<file path="src/rtl/xaui_rx_idle_strip_if.sv">
// Column-level bus between lane deskew and the XGMII-side MAC for the XAUI
// receive idle stripper, plus the qualified remote link-status outputs.
interface xaui_rx_idle_strip_if;
  logic [31:0] rxdata_i;
  logic [3:0]  rxcharisk_i;
  logic        rxvalid_i;
  logic [31:0] rxdata_o;
  logic [3:0]  rxcharisk_o;
  logic        in_frame;
  logic [31:0] link_status;
  logic        link_status_event;
  logic        q_err;

  modport master (
    output rxdata_i, rxcharisk_i, rxvalid_i,
    input  rxdata_o, rxcharisk_o, in_frame, link_status, link_status_event, q_err
  );

  modport slave (
    input  rxdata_i, rxcharisk_i, rxvalid_i,
    output rxdata_o, rxcharisk_o, in_frame, link_status, link_status_event, q_err
  );
endinterface

</file>
<file path="src/rtl/xaui_rx_idle_strip.sv">
// XAUI receive idle stripper: maps /K/ /R/ /A/ back to XGMII idle, removes
// ||Q|| columns in the IFG and debounces their payload into link_status.
module xaui_rx_idle_strip #(
  parameter int unsigned Q_MATCH = 2
) (
  input logic                  clk,
  input logic                  reset_n,
  xaui_rx_idle_strip_if.slave  bus
);

  localparam logic [7:0]  CODE_K   = 8'hBC;
  localparam logic [7:0]  CODE_R   = 8'h1C;
  localparam logic [7:0]  CODE_A   = 8'h7C;
  localparam logic [7:0]  CODE_Q   = 8'h9C;
  localparam logic [7:0]  CODE_S   = 8'hFB;
  localparam logic [7:0]  CODE_T   = 8'hFD;
  localparam logic [7:0]  CODE_I   = 8'h07;
  localparam logic [31:0] IDLE_COL = {4{CODE_I}};
  localparam logic [3:0]  Q_MAX    = 4'(Q_MATCH);

  typedef enum logic {IFG, FRAME} state_t;

  state_t      state_q, state_d;
  logic [31:0] cand_q, cand_d;
  logic [3:0]  cnt_q, cnt_d;
  logic [31:0] ls_q, ls_d;
  logic [31:0] data_q, data_d;
  logic [3:0]  isk_q, isk_d;
  logic        in_frame_q, in_frame_d;
  logic        event_q, event_d;
  logic        q_err_q, q_err_d;

  logic [31:0] conv_data;
  logic [7:0]  lane_byte;
  logic        has_t, start_lane0, is_q;

  // Per-lane idle conversion and /T/ search, independent of the FSM.
  // NOTE: every signal written here gets a default first so no latch is inferred.
  always_comb begin
    conv_data = bus.rxdata_i;
    has_t     = 1'b0;
    lane_byte = 8'h00;
    for (int l = 0; l < 4; l++) begin
      lane_byte = bus.rxdata_i[8*l +: 8];
      if (bus.rxcharisk_i[l] &&
          (lane_byte == CODE_K || lane_byte == CODE_R || lane_byte == CODE_A))
        conv_data[8*l +: 8] = CODE_I;
      if (bus.rxcharisk_i[l] && lane_byte == CODE_T)
        has_t = 1'b1;
    end
    start_lane0 = bus.rxcharisk_i[0] && (bus.rxdata_i[7:0] == CODE_S);
    is_q        = (bus.rxcharisk_i == 4'b0001) && (bus.rxdata_i[7:0] == CODE_Q);
  end

  always_comb begin
    state_d    = state_q;
    cand_d     = cand_q;
    cnt_d      = cnt_q;
    ls_d       = ls_q;
    data_d     = IDLE_COL;
    isk_d      = 4'hF;
    in_frame_d = 1'b0;
    event_d    = 1'b0;
    q_err_d    = 1'b0;

    if (!bus.rxvalid_i) begin
      state_d = IFG;
      cnt_d   = 4'd0;
    end else if (is_q && state_q == IFG) begin
      if (bus.rxdata_i == cand_q) begin
        cnt_d = (cnt_q >= Q_MAX) ? Q_MAX : cnt_q + 4'd1;
      end else begin
        cand_d = bus.rxdata_i;
        cnt_d  = 4'd1;
      end
      if (cnt_d == Q_MAX && cand_d != ls_q) begin
        ls_d    = cand_d;
        event_d = 1'b1;
      end
    end else if (is_q) begin
      // ||Q|| inside a frame is data corruption: forward it untouched and flag.
      data_d     = bus.rxdata_i;
      isk_d      = bus.rxcharisk_i;
      in_frame_d = 1'b1;
      q_err_d    = 1'b1;
    end else begin
      data_d = conv_data;
      isk_d  = bus.rxcharisk_i;
      // /S/ in lane0 wins over any /T/ later in the same column.
      if (start_lane0)
        state_d = FRAME;
      else if (state_q == FRAME && has_t)
        state_d = IFG;
      in_frame_d = (state_q == FRAME) || start_lane0;
    end
  end

  // NOTE: sequential state uses non-blocking assignments so every register
  // samples the pre-edge values regardless of statement order.
  always_ff @(posedge clk or negedge reset_n) begin
    if (!reset_n) begin
      state_q    <= IFG;
      cand_q     <= 32'h0;
      cnt_q      <= 4'd0;
      ls_q       <= 32'h0;
      data_q     <= IDLE_COL;
      isk_q      <= 4'hF;
      in_frame_q <= 1'b0;
      event_q    <= 1'b0;
      q_err_q    <= 1'b0;
    end else begin
      state_q    <= state_d;
      cand_q     <= cand_d;
      cnt_q      <= cnt_d;
      ls_q       <= ls_d;
      data_q     <= data_d;
      isk_q      <= isk_d;
      in_frame_q <= in_frame_d;
      event_q    <= event_d;
      q_err_q    <= q_err_d;
    end
  end

  assign bus.rxdata_o          = data_q;
  assign bus.rxcharisk_o       = isk_q;
  assign bus.in_frame          = in_frame_q;
  assign bus.link_status       = ls_q;
  assign bus.link_status_event = event_q;
  assign bus.q_err             = q_err_q;

endmodule

</file>
<file path="src/flat_wrapper.sv">
// flat-port wrapper written by rule: the top's interface ports become plain ports
module xaui_rx_idle_strip_flat 
#(
  parameter int unsigned Q_MATCH = 2
)
  (clk, reset_n, bus_rxdata_i, bus_rxcharisk_i, bus_rxvalid_i, bus_rxdata_o, bus_rxcharisk_o, bus_in_frame, bus_link_status, bus_link_status_event, bus_q_err);
  xaui_rx_idle_strip_if bus_i ();
  input logic clk;
  input logic reset_n;
  input wire logic [$bits(bus_i.rxdata_i)-1:0] bus_rxdata_i;
  input wire logic [$bits(bus_i.rxcharisk_i)-1:0] bus_rxcharisk_i;
  input wire logic [$bits(bus_i.rxvalid_i)-1:0] bus_rxvalid_i;
  output wire logic [$bits(bus_i.rxdata_o)-1:0] bus_rxdata_o;
  output wire logic [$bits(bus_i.rxcharisk_o)-1:0] bus_rxcharisk_o;
  output wire logic [$bits(bus_i.in_frame)-1:0] bus_in_frame;
  output wire logic [$bits(bus_i.link_status)-1:0] bus_link_status;
  output wire logic [$bits(bus_i.link_status_event)-1:0] bus_link_status_event;
  output wire logic [$bits(bus_i.q_err)-1:0] bus_q_err;
  assign bus_i.rxdata_i = bus_rxdata_i;
  assign bus_i.rxcharisk_i = bus_rxcharisk_i;
  assign bus_i.rxvalid_i = bus_rxvalid_i;
  assign bus_rxdata_o = bus_i.rxdata_o;
  assign bus_rxcharisk_o = bus_i.rxcharisk_o;
  assign bus_in_frame = bus_i.in_frame;
  assign bus_link_status = bus_i.link_status;
  assign bus_link_status_event = bus_i.link_status_event;
  assign bus_q_err = bus_i.q_err;
  xaui_rx_idle_strip #(.Q_MATCH(Q_MATCH)) u_core (.clk(clk), .reset_n(reset_n), .bus(bus_i));
endmodule
</file>
<file path="config.mk">
export PLATFORM = sky130hd
export DESIGN_NAME = xaui_rx_idle_strip_flat
export DESIGN_NICKNAME = d
export VERILOG_FILES = /design/src/rtl/xaui_rx_idle_strip_if.sv /design/src/rtl/xaui_rx_idle_strip.sv /design/src/flat_wrapper.sv
export SDC_FILE = /design/constraint.sdc
export NUM_CORES = 1
export LEC_CHECK = 0
export ABC_AREA = 1
export CAP_MARGIN = 20
export CORE_MARGIN = 2
export CORE_UTILIZATION = 47
export CTS_CLUSTER_SIZE = 16
export DETAILED_ROUTE_END_ITERATION = 8
export MAX_ROUTING_LAYER = met4
export PLACE_DENSITY = 0.86
export SETUP_SLACK_MARGIN = 0.1
export SLEW_MARGIN = 25
export SYNTH_ARGS = -nofsm -noshare
export SYNTH_HDL_FRONTEND = slang
export SYNTH_SLANG_ARGS = --single-unit
</file>
<file path="constraint.sdc">
create_clock -name clk -period 1.5 [get_ports clk]
set_input_delay 0.3 -clock clk [delete_from_list [all_inputs] [get_ports clk]]
set_output_delay 0.3 -clock clk [all_outputs]
set_load 0.05 [all_outputs]
</file>
==> results of run 1 <==
-- registers in the layout, summed over array words and instances, names as in the netlist --
signal	flops
u_core.bus.link_status	32
u_core.bus.rxdata_o	32
u_core.cand_q	32
u_core.bus.rxcharisk_o	4
u_core.cnt_q	4
u_core.bus.in_frame	1
u_core.bus.link_status_event	1
u_core.bus.q_err	1
u_core.state_q	1
-- area by class of cell --
| class | instances | area [um2] | share of cell area |
|---|---|---|---|
| multi-input combinational | 511 | 2919 | 0.2919 |
| tap | 143 | 178.9 | 0.01789 |
| clock buffer | 11 | 252.7 | 0.02527 |
| clock inverter | 5 | 45.04 | 0.004504 |
| timing repair buffer | 290 | 3402 | 0.3402 |
| inverter | 111 | 437.9 | 0.04379 |
| sequential | 108 | 2765 | 0.2765 |
-- logic make-up (layout without fill, tap and decap cells) --
family,after synthesis,after routing
AOI/OAI and AO/OA,34,34
buffers and inverters,135,417
xor gates and xnor gates,37,37
DFF,108,108
adders and majority gates,2,2
and+or+nand+nor,438,438
-- Yosys cell counts, drive strengths merged (3+ instances only) --
library cell,n,share of area
a21oi,3,0.0027
buf,16,0.019
clkbuf,8,0.0058
dfrtp,92,0.41
dfstp,16,0.075
inv,111,0.074
nand2,304,0.21
nand3,31,0.029
nand4,12,0.016
nor2,76,0.056
nor3,11,0.0098
o21ai,31,0.028
xnor2,27,0.042
xor2,10,0.016
-- worst max-delay path, delay by kind of cell (launching register included) --
kind                   cells  cell delay [ns]
buffers and inverters      3             0.37
and+or+nand+nor           10             1.48
DFF                        1             0.45
-- repair_timing --
item | 4_1_cts | 5_1_grt
endpoints found under the setup margin | 104 | 93
setup buffers | 12 | 22
gates cloned | 3 | 3
hold buffers | 1 | 0
pin swaps | 21 | 46
resized for setup | 139 | 159
endpoints found under the hold margin | 15 | 0
-- power breakdown --
group | switching [mW] | total, mW | internal [mW]
registers | 0.0513 | 3.03 | 2.98
clock network | 1.33 | 2.57 | 1.24
logic | 0.816 | 1.37 | 0.553
-- per-stage QoR --
step | area, um2 | setup TNS (ns) | hold slack [ns]
after global routing | 10000 | -34.11 | 0.2282
final | 10000 | -26.80 | 0.2370
after detailed placement | 8687 | -60.61 | 0.2528
after CTS | 9318 | -9.570 | 0.2330
after global placement | 8687 | -55.34 | 0.2466
after floorplan | 5717 | -2.226 | 0.004409
-- routing by layer --
| layer | GRT usage | part of all wire | vias to the layer above |
|---|---|---|---|
| met5 | - | 0 | - |
| met4 | 0.2358 | 0.10 | 0 |
| met3 | 0.1071 | 0.15 | 389 |
| met2 | 0.6072 | 0.43 | 923 |
| met1 | 0.4258 | 0.32 | 3446 |
| li1 | - | - | 2815 |
-- final timing paths --
kind	startpoint	endpoint	slack (ns)	cells past startpoint
setup / recovery	u_core.cand_q[17]	u_core.bus.link_status[30]	-0.92	13
hold / removal	bus_rxdata_i[7]	u_core.bus.rxdata_o[7]	0.24	3
setup reg to reg	u_core.cand_q[17]	u_core.bus.link_status[30]	-0.92	13
hold reg to reg	u_core.cand_q[14]	u_core.cand_q[14]	0.53	2
max in group asynchronous	reset_n	u_core.bus.rxdata_o[24]	0.48	3
min in group asynchronous	reset_n	u_core.bus.rxdata_o[5]	0.40	2
==> flow_summary.json, run 1 <==
{
  "outcome": "complete, but fails checks",
  "violations": "design-rule violations, negative setup slack",
  "cellPowerDensity_nw_per_um2": 697.2,
  "timing_worst_slew_pin_value_ns": 0.4893,
  "synth_fp_nets": 795,
  "cts.sink_count": 108,
  "areaGrowthSynthToFinish_pct": 78.49,
  "first_global_vias": 6941,
  "start_kind": "register",
  "floorplan.die.width_um": 113.2,
  "grt_antenna_before_repair": 0,
  "nets": 1072,
  "rows": 39,
  "synth_top_family_by_area": "simple AND/OR/NAND/NOR gates",
  "via_total_after_detailed_routing": 7573,
  "synth.cell_area_um2": 5603,
  "fmaxAchievable_mhz": 413.2,
  "ffs_latches_synth": 108,
  "final_setup_violating_endpoints": 38,
  "final_max_slew_viol_count": 0,
  "synth_fa_ha_area_frac": 0.004466,
  "most_common_cell_after_layout_fill_and_taps_aside": "sky130_fd_sc_hd__nand2_1",
  "synth_enable_flop_cells": 0,
  "utilization": 0.8684,
  "rsz0062_at_grt": "yes",
  "ys_warn_count": 0,
  "place_hpwl_um": 13200,
  "grt_pass1_wl_um": 36600,
  "report.final.hold_viol_count": 0,
  "min-delay-path-class": "input pin to register",
  "die_height_um": 113.2,
  "gpl.final_weighted_congestion": 0.9944,
  "fin_crit_ns": 2.420,
  "synth_mux_area_frac": 0,
  "leakage_nw": 5.032,
  "port-buffer-count": 109,
  "yosys.cell_types.count": 29,
  "critPathArrivalTime_ns": 2.72,
  "critical-path-max-stage-delay_ns": 0.45,
  "relSlewSlack": 0.6716,
  "critPathRequiredTime_ns": 1.80,
  "pin_count": 110,
  "wire_per_inst_um": 26.10,
  "finClkSkew_ns": 0.01980,
  "avgViaCountPerCell": 6.423,
  "htreeDepth": 3,
  "drt-total-wl_um": 30770,
  "layout_setup_ws_ns": -0.9200,
  "worstSetupPathType": "register to register",
  "dr.pass1.iters": 9,
  "syn_inst": 754,
  "synth_top_flop_cell": "sky130_fd_sc_hd__dfrtp_1",
  "later_pin_clock_latency_in_the_skew_report_ns": 0.39,
  "critical_path.cell_chain": "inv_2 -> nand2_1 -> nand2_1 -> nand2_1 -> nor2_1 -> nand2_1 -> nor2_2 -> nand3_2 -> nor2_4 -> buf_6 -> buf_12 -> nand3_1 -> nand2_1",
  "die-area_um2": 12810,
  "initial_core_util": 0.4865,
  "congestion_overflow_gr": 0,
  "synth-compound-area-share": 0.03104,
  "largest_net_degree_at_the_start_of_global_routing": 30,
  "crit_path_top_delay_cell": "sky130_fd_sc_hd__dfrtp_1",
  "commonest_cells_after_routing_fill_and_taps_aside": "237 x sky130_fd_sc_hd__nand2_1, 147 x sky130_fd_sc_hd__buf_4, 80 x sky130_fd_sc_hd__buf_12, 78 x sky130_fd_sc_hd__inv_1, 58 x sky130_fd_sc_hd__dfrtp_1",
  "p_total_mw": 6.973,
  "timing.critical_path.to_type": "register",
  "tritoncts": "yes",
  "sequential_fraction_of_the_synthesis_area": 0.4859,
  "clockRootBuffer": "sky130_fd_sc_hd__clkbuf_16",
  "worst-path-max-fanout": 9,
  "async_flop_share": 1.000,
  "drtIter0Drc": 1236,
  "cts.path.max_buffers": 2,
  "worst_path_most_repeated_cell": "sky130_fd_sc_hd__nand2_1",
  "nFillCells": 466,
  "final_cycle_utilization_of_the_critical_path": 1.613,
  "pre_cts_ws_ns": -0.8743,
  "n_antenna_cell": 0,
  "max_cap_violations": 0,
  "final_antenna_net_count": 0,
  "grt_usage": 0.3816,
  "cts_made_buffers": 9,
  "post_synth.cell_area_avg_um2": 7.431,
  "clk_pin_slew_worst_paths_ns": 0.08,
  "post_synth_and_or_nand_nor_area_fraction": 0.3216,
  "synth-xor-area-share": 0.05784,
  "place_inst": 1126,
  "core_area_um2": 11520,
  "final_cells": 1179,
  "ir_drop_mv": 1.154,
  "detail_route.drc_violations": 35,
  "post_route_cells_drive_above_1_share": 0.4817
}
(Power assumes the default switching activity.)
==> run 2: changes to the inputs <==
--- a/config.mk
+++ b/config.mk
@@ -6,10 +6,10 @@
 export NUM_CORES = 1
 export LEC_CHECK = 0
 export ABC_AREA = 1
-export CAP_MARGIN = 20
+export CAP_MARGIN = 15
 export CORE_MARGIN = 2
 export CORE_UTILIZATION = 47
-export CTS_CLUSTER_SIZE = 16
+export CTS_CLUSTER_SIZE = 8
 export DETAILED_ROUTE_END_ITERATION = 8
 export MAX_ROUTING_LAYER = met4
 export PLACE_DENSITY = 0.86
==> results of run 2 <==
No change in the layout: final DEF, timing and power equal those of run 1.
==> run 3: changes to the inputs <==
--- a/config.mk
+++ b/config.mk
@@ -8,11 +8,11 @@
 export ABC_AREA = 1
 export CAP_MARGIN = 15
 export CORE_MARGIN = 2
-export CORE_UTILIZATION = 47
+export CORE_UTILIZATION = 48
 export CTS_CLUSTER_SIZE = 8
 export DETAILED_ROUTE_END_ITERATION = 8
 export MAX_ROUTING_LAYER = met4
-export PLACE_DENSITY = 0.86
+export PLACE_DENSITY = 0.84
 export SETUP_SLACK_MARGIN = 0.1
 export SLEW_MARGIN = 25
 export SYNTH_ARGS = -nofsm -noshare
==> constraint.sdc (replaced) <==
create_clock -name clk -period 2.5 [get_ports clk]
set_input_delay 0.5 -clock clk [delete_from_list [all_inputs] [get_ports clk]]
set_output_delay 0.5 -clock clk [all_outputs]
set_load 0.05 [all_outputs]
==> run 3 against run 2 <==
Compared with the run above:
- register-to-register slack better by 1.7 ns
- first-iteration DRC count shrank 64%
- largest power group unchanged
- global-route usage down 14 points
- sequential share of layout area increased by 9.7 points
- sequential power down 41%
- critical path type is now register to output pin
- the run now ends clean
- count of clock-buffer cells in the layout decreased by 1
- routed wire length decreased by 52%
- hold slack got worse by 0.14 ns
- critical endpoint is now bus_rxdata_o[16]
- clock power shrank 45%
==> flow_summary.json, run 3 (synthesized netlist as in run 1, its figures left out) <==
{
  "congestion_overflow_gr": 0,
  "switching_portion_of_total_power": 0.2791,
  "post_cts_buffers": 0,
  "port-buffer-count": 109,
  "via_total_after_detailed_routing": 5147,
  "detail_route.drc_violations": 0,
  "dr.pass1.iters": 7,
  "fmaxAchievable_mhz": 460.2,
  "seqPwrFrac": 0.481,
  "final_max_slew_viol_count": 0,
  "min-delay-path-class": "input pin to async pin",
  "worstPathBufferInverterCount": 1,
  "critical-path-max-stage-delay_ns": 0.79,
  "post_route_cells_drive_above_1_share": 0.1016,
  "setup.worst_path.start": "u_core.bus.rxdata_o[16]",
  "clockRootBuffer": "sky130_fd_sc_hd__clkbuf_16",
  "worst-path-max-fanout": 1,
  "relSlewSlack": 0.6551,
  "finClkSkew_ns": 0.009571,
  "share_clk_of_total_power": 0.376,
  "rows": 39,
  "nFillCells": 937,
  "core_area_um2": 11420,
  "largest_net_degree_at_the_start_of_global_routing": 46,
  "timing.critical_path.to_type": "output pin",
  "first_global_vias": 4923,
  "pin_count": 110,
  "crit_path_top_delay_cell": "sky130_fd_sc_hd__clkdlybuf4s50_1",
  "drtIter0Drc": 442,
  "worst_setup_path_endpoint": "bus_rxdata_o[16]",
  "gpl.final_weighted_congestion": 0.9092,
  "outcome": "finished, final reports clean",
  "grt_antenna_before_repair": 0,
  "tritoncts": "yes",
  "cts_made_buffers": 9,
  "avgViaCountPerCell": 5.002,
  "critical_path.cell_chain": "clkdlybuf4s50_1",
  "most_common_cell_after_layout_fill_and_taps_aside": "sky130_fd_sc_hd__nand2_1",
  "timing_worst_slew_pin_value_ns": 0.5157,
  "leakage_nw": 3.702,
  "grt_pass1_wl_um": 23940,
  "wire_per_inst_um": 14.23,
  "worstSetupPathType": "register to output pin",
  "regToRegStartpoint": "u_core.bus.link_status[4]",
  "drt-total-wl_um": 14650,
  "cts_resized": 0,
  "worst_path_dominant_cell_family": "buffers and inverters",
  "critPathArrivalTime_ns": 1.67,
  "commonest_cells_after_routing_fill_and_taps_aside": "297 x sky130_fd_sc_hd__nand2_1, 108 x sky130_fd_sc_hd__clkdlybuf4s50_1, 103 x sky130_fd_sc_hd__inv_1, 92 x sky130_fd_sc_hd__dfrtp_1, 70 x sky130_fd_sc_hd__nor2_1",
  "final_antenna_net_count": 0,
  "whs_ns": 0.09382,
  "clk_pin_slew_worst_paths_ns": 0.08,
  "die_height_um": 112.0,
  "die-area_um2": 12550,
  "ir_drop_mv": 0.3168,
  "critical_path_cell_count": 1,
  "later_pin_clock_latency_in_the_skew_report_ns": 0.35,
  "fin_crit_ns": 2.173,
  "share_of_power_burned_in_combinational_logic": 0.143,
  "grt_usage": 0.2453,
  "report.final.hold_viol_count": 0,
  "rsz0062_at_grt": "no",
  "htreeDepth": 3,
  "cellPowerDensity_nw_per_um2": 513.3,
  "final.setup.tns_ns": 0,
  "final_setup_violating_endpoints": 0,
  "max_cap_violations": 0,
  "nets": 922,
  "final_cycle_utilization_of_the_critical_path": 0.8691,
  "post_cts_hold_buffer_count": 0,
  "initial_core_util": 0.4907,
  "place_hpwl_um": 10670,
  "cts.sink_count": 108,
  "critPathRequiredTime_ns": 2.00,
  "n_antenna_cell": 0,
  "floorplan.die.width_um": 112.0,
  "setup.reg_to_reg.worst_slack_ns": 0.75,
  "power_switching_mw": 1.044,
  "start_kind": "register",
  "reg2reg_depth": 12,
  "areaGrowthSynthToFinish_pct": 30.04,
  "regToRegEndpoint": "u_core.bus.link_status[10]",
  "cts.path.max_buffers": 2,
  "cell_internal_pwr_mw": 2.696
}
-- run 3: cell count changes in the layout (fill, tap and decap cells not counted), moves of 20 or more --
cell	before	now
sky130_fd_sc_hd__nand2_2	45	7
sky130_fd_sc_hd__buf_12	80	3
sky130_fd_sc_hd__nor2_1	38	70
sky130_fd_sc_hd__dlygate4sd2_1	21	0
sky130_fd_sc_hd__clkdlybuf4s50_1	0	108
sky130_fd_sc_hd__nand2_4	22	0
sky130_fd_sc_hd__inv_2	29	8
sky130_fd_sc_hd__dfrtp_2	34	0
sky130_fd_sc_hd__dfrtp_1	58	92
sky130_fd_sc_hd__buf_4	147	29
sky130_fd_sc_hd__buf_6	20	0
sky130_fd_sc_hd__inv_1	78	103
sky130_fd_sc_hd__nand2_1	237	297
-- run 3: stage by stage --
| step | total power, mW | utilization | std cells | worst slack [ns] | instance area [um2] |
|---|---|---|---|---|---|
| 5_1_grt | 3.857 | 0.6381 | 1029 | 0.1760 | 7286 |
| 2_1_floorplan | 2.110 | - | 754 | 0.6943 | 5603 |
| 6_report | 3.740 | 0.6381 | 1029 | 0.3272 | 7286 |
| 3_5_place_dp | 2.362 | 0.6132 | 1013 | 0.01020 | 7002 |
| 4_1_cts | 3.735 | 0.6381 | 1029 | 0.3279 | 7286 |
| 3_3_place_gp | 2.356 | 0.6132 | 1013 | 0.06354 | 7002 |
-- run 3: layer usage --
metal | part of all wire | GRT usage | vias up
met3 | 0.080 | 0.04320 | 32
met5 | 0 | - | -
met1 | 0.43 | 0.3239 | 2368
met4 | 0.024 | 0.08618 | 0
li1 | - | - | 2502
met2 | 0.46 | 0.3867 | 245
-- run 3: worst min-delay path by stage --
| stage | start | to | slack, ns |
|---|---|---|---|
| 2_1_floorplan | reset_n | u_core.bus.in_frame | 0.20 |
| 3_3_place_gp | u_core.cand_q[3] | u_core.cand_q[3] | 0.46 |
| 3_5_place_dp | u_core.cand_q[2] | u_core.cand_q[2] | 0.47 |
| 4_1_cts | reset_n | u_core.bus.rxdata_o[5] | 0.11 |
| 5_1_grt | reset_n | u_core.bus.rxdata_o[3] | 0.14 |
| 6_report | reset_n | u_core.bus.rxdata_o[5] | 0.09 |
-- run 3: area by class of cell --
type | count | area (um2) | area share
clock buffers | 10 | 239.0 | 0.03280
clock inverters | 6 | 45.04 | 0.006182
inverters | 111 | 416.7 | 0.05719
multi-input cells | 511 | 2325 | 0.3191
flip-flops and latches | 108 | 2723 | 0.3737
well taps | 143 | 178.9 | 0.02456
repair buffers | 140 | 1359 | 0.1865
-- run 3: power groups by stage --
stage	Combinational, mW	Clock, mW	Sequential, mW
after floorplan	0.167	0	1.94
after global placement	0.526	0	1.83
after detailed placement	0.531	0	1.83
after CTS	0.535	1.40	1.80
after global routing	0.579	1.48	1.80
final	0.535	1.41	1.80
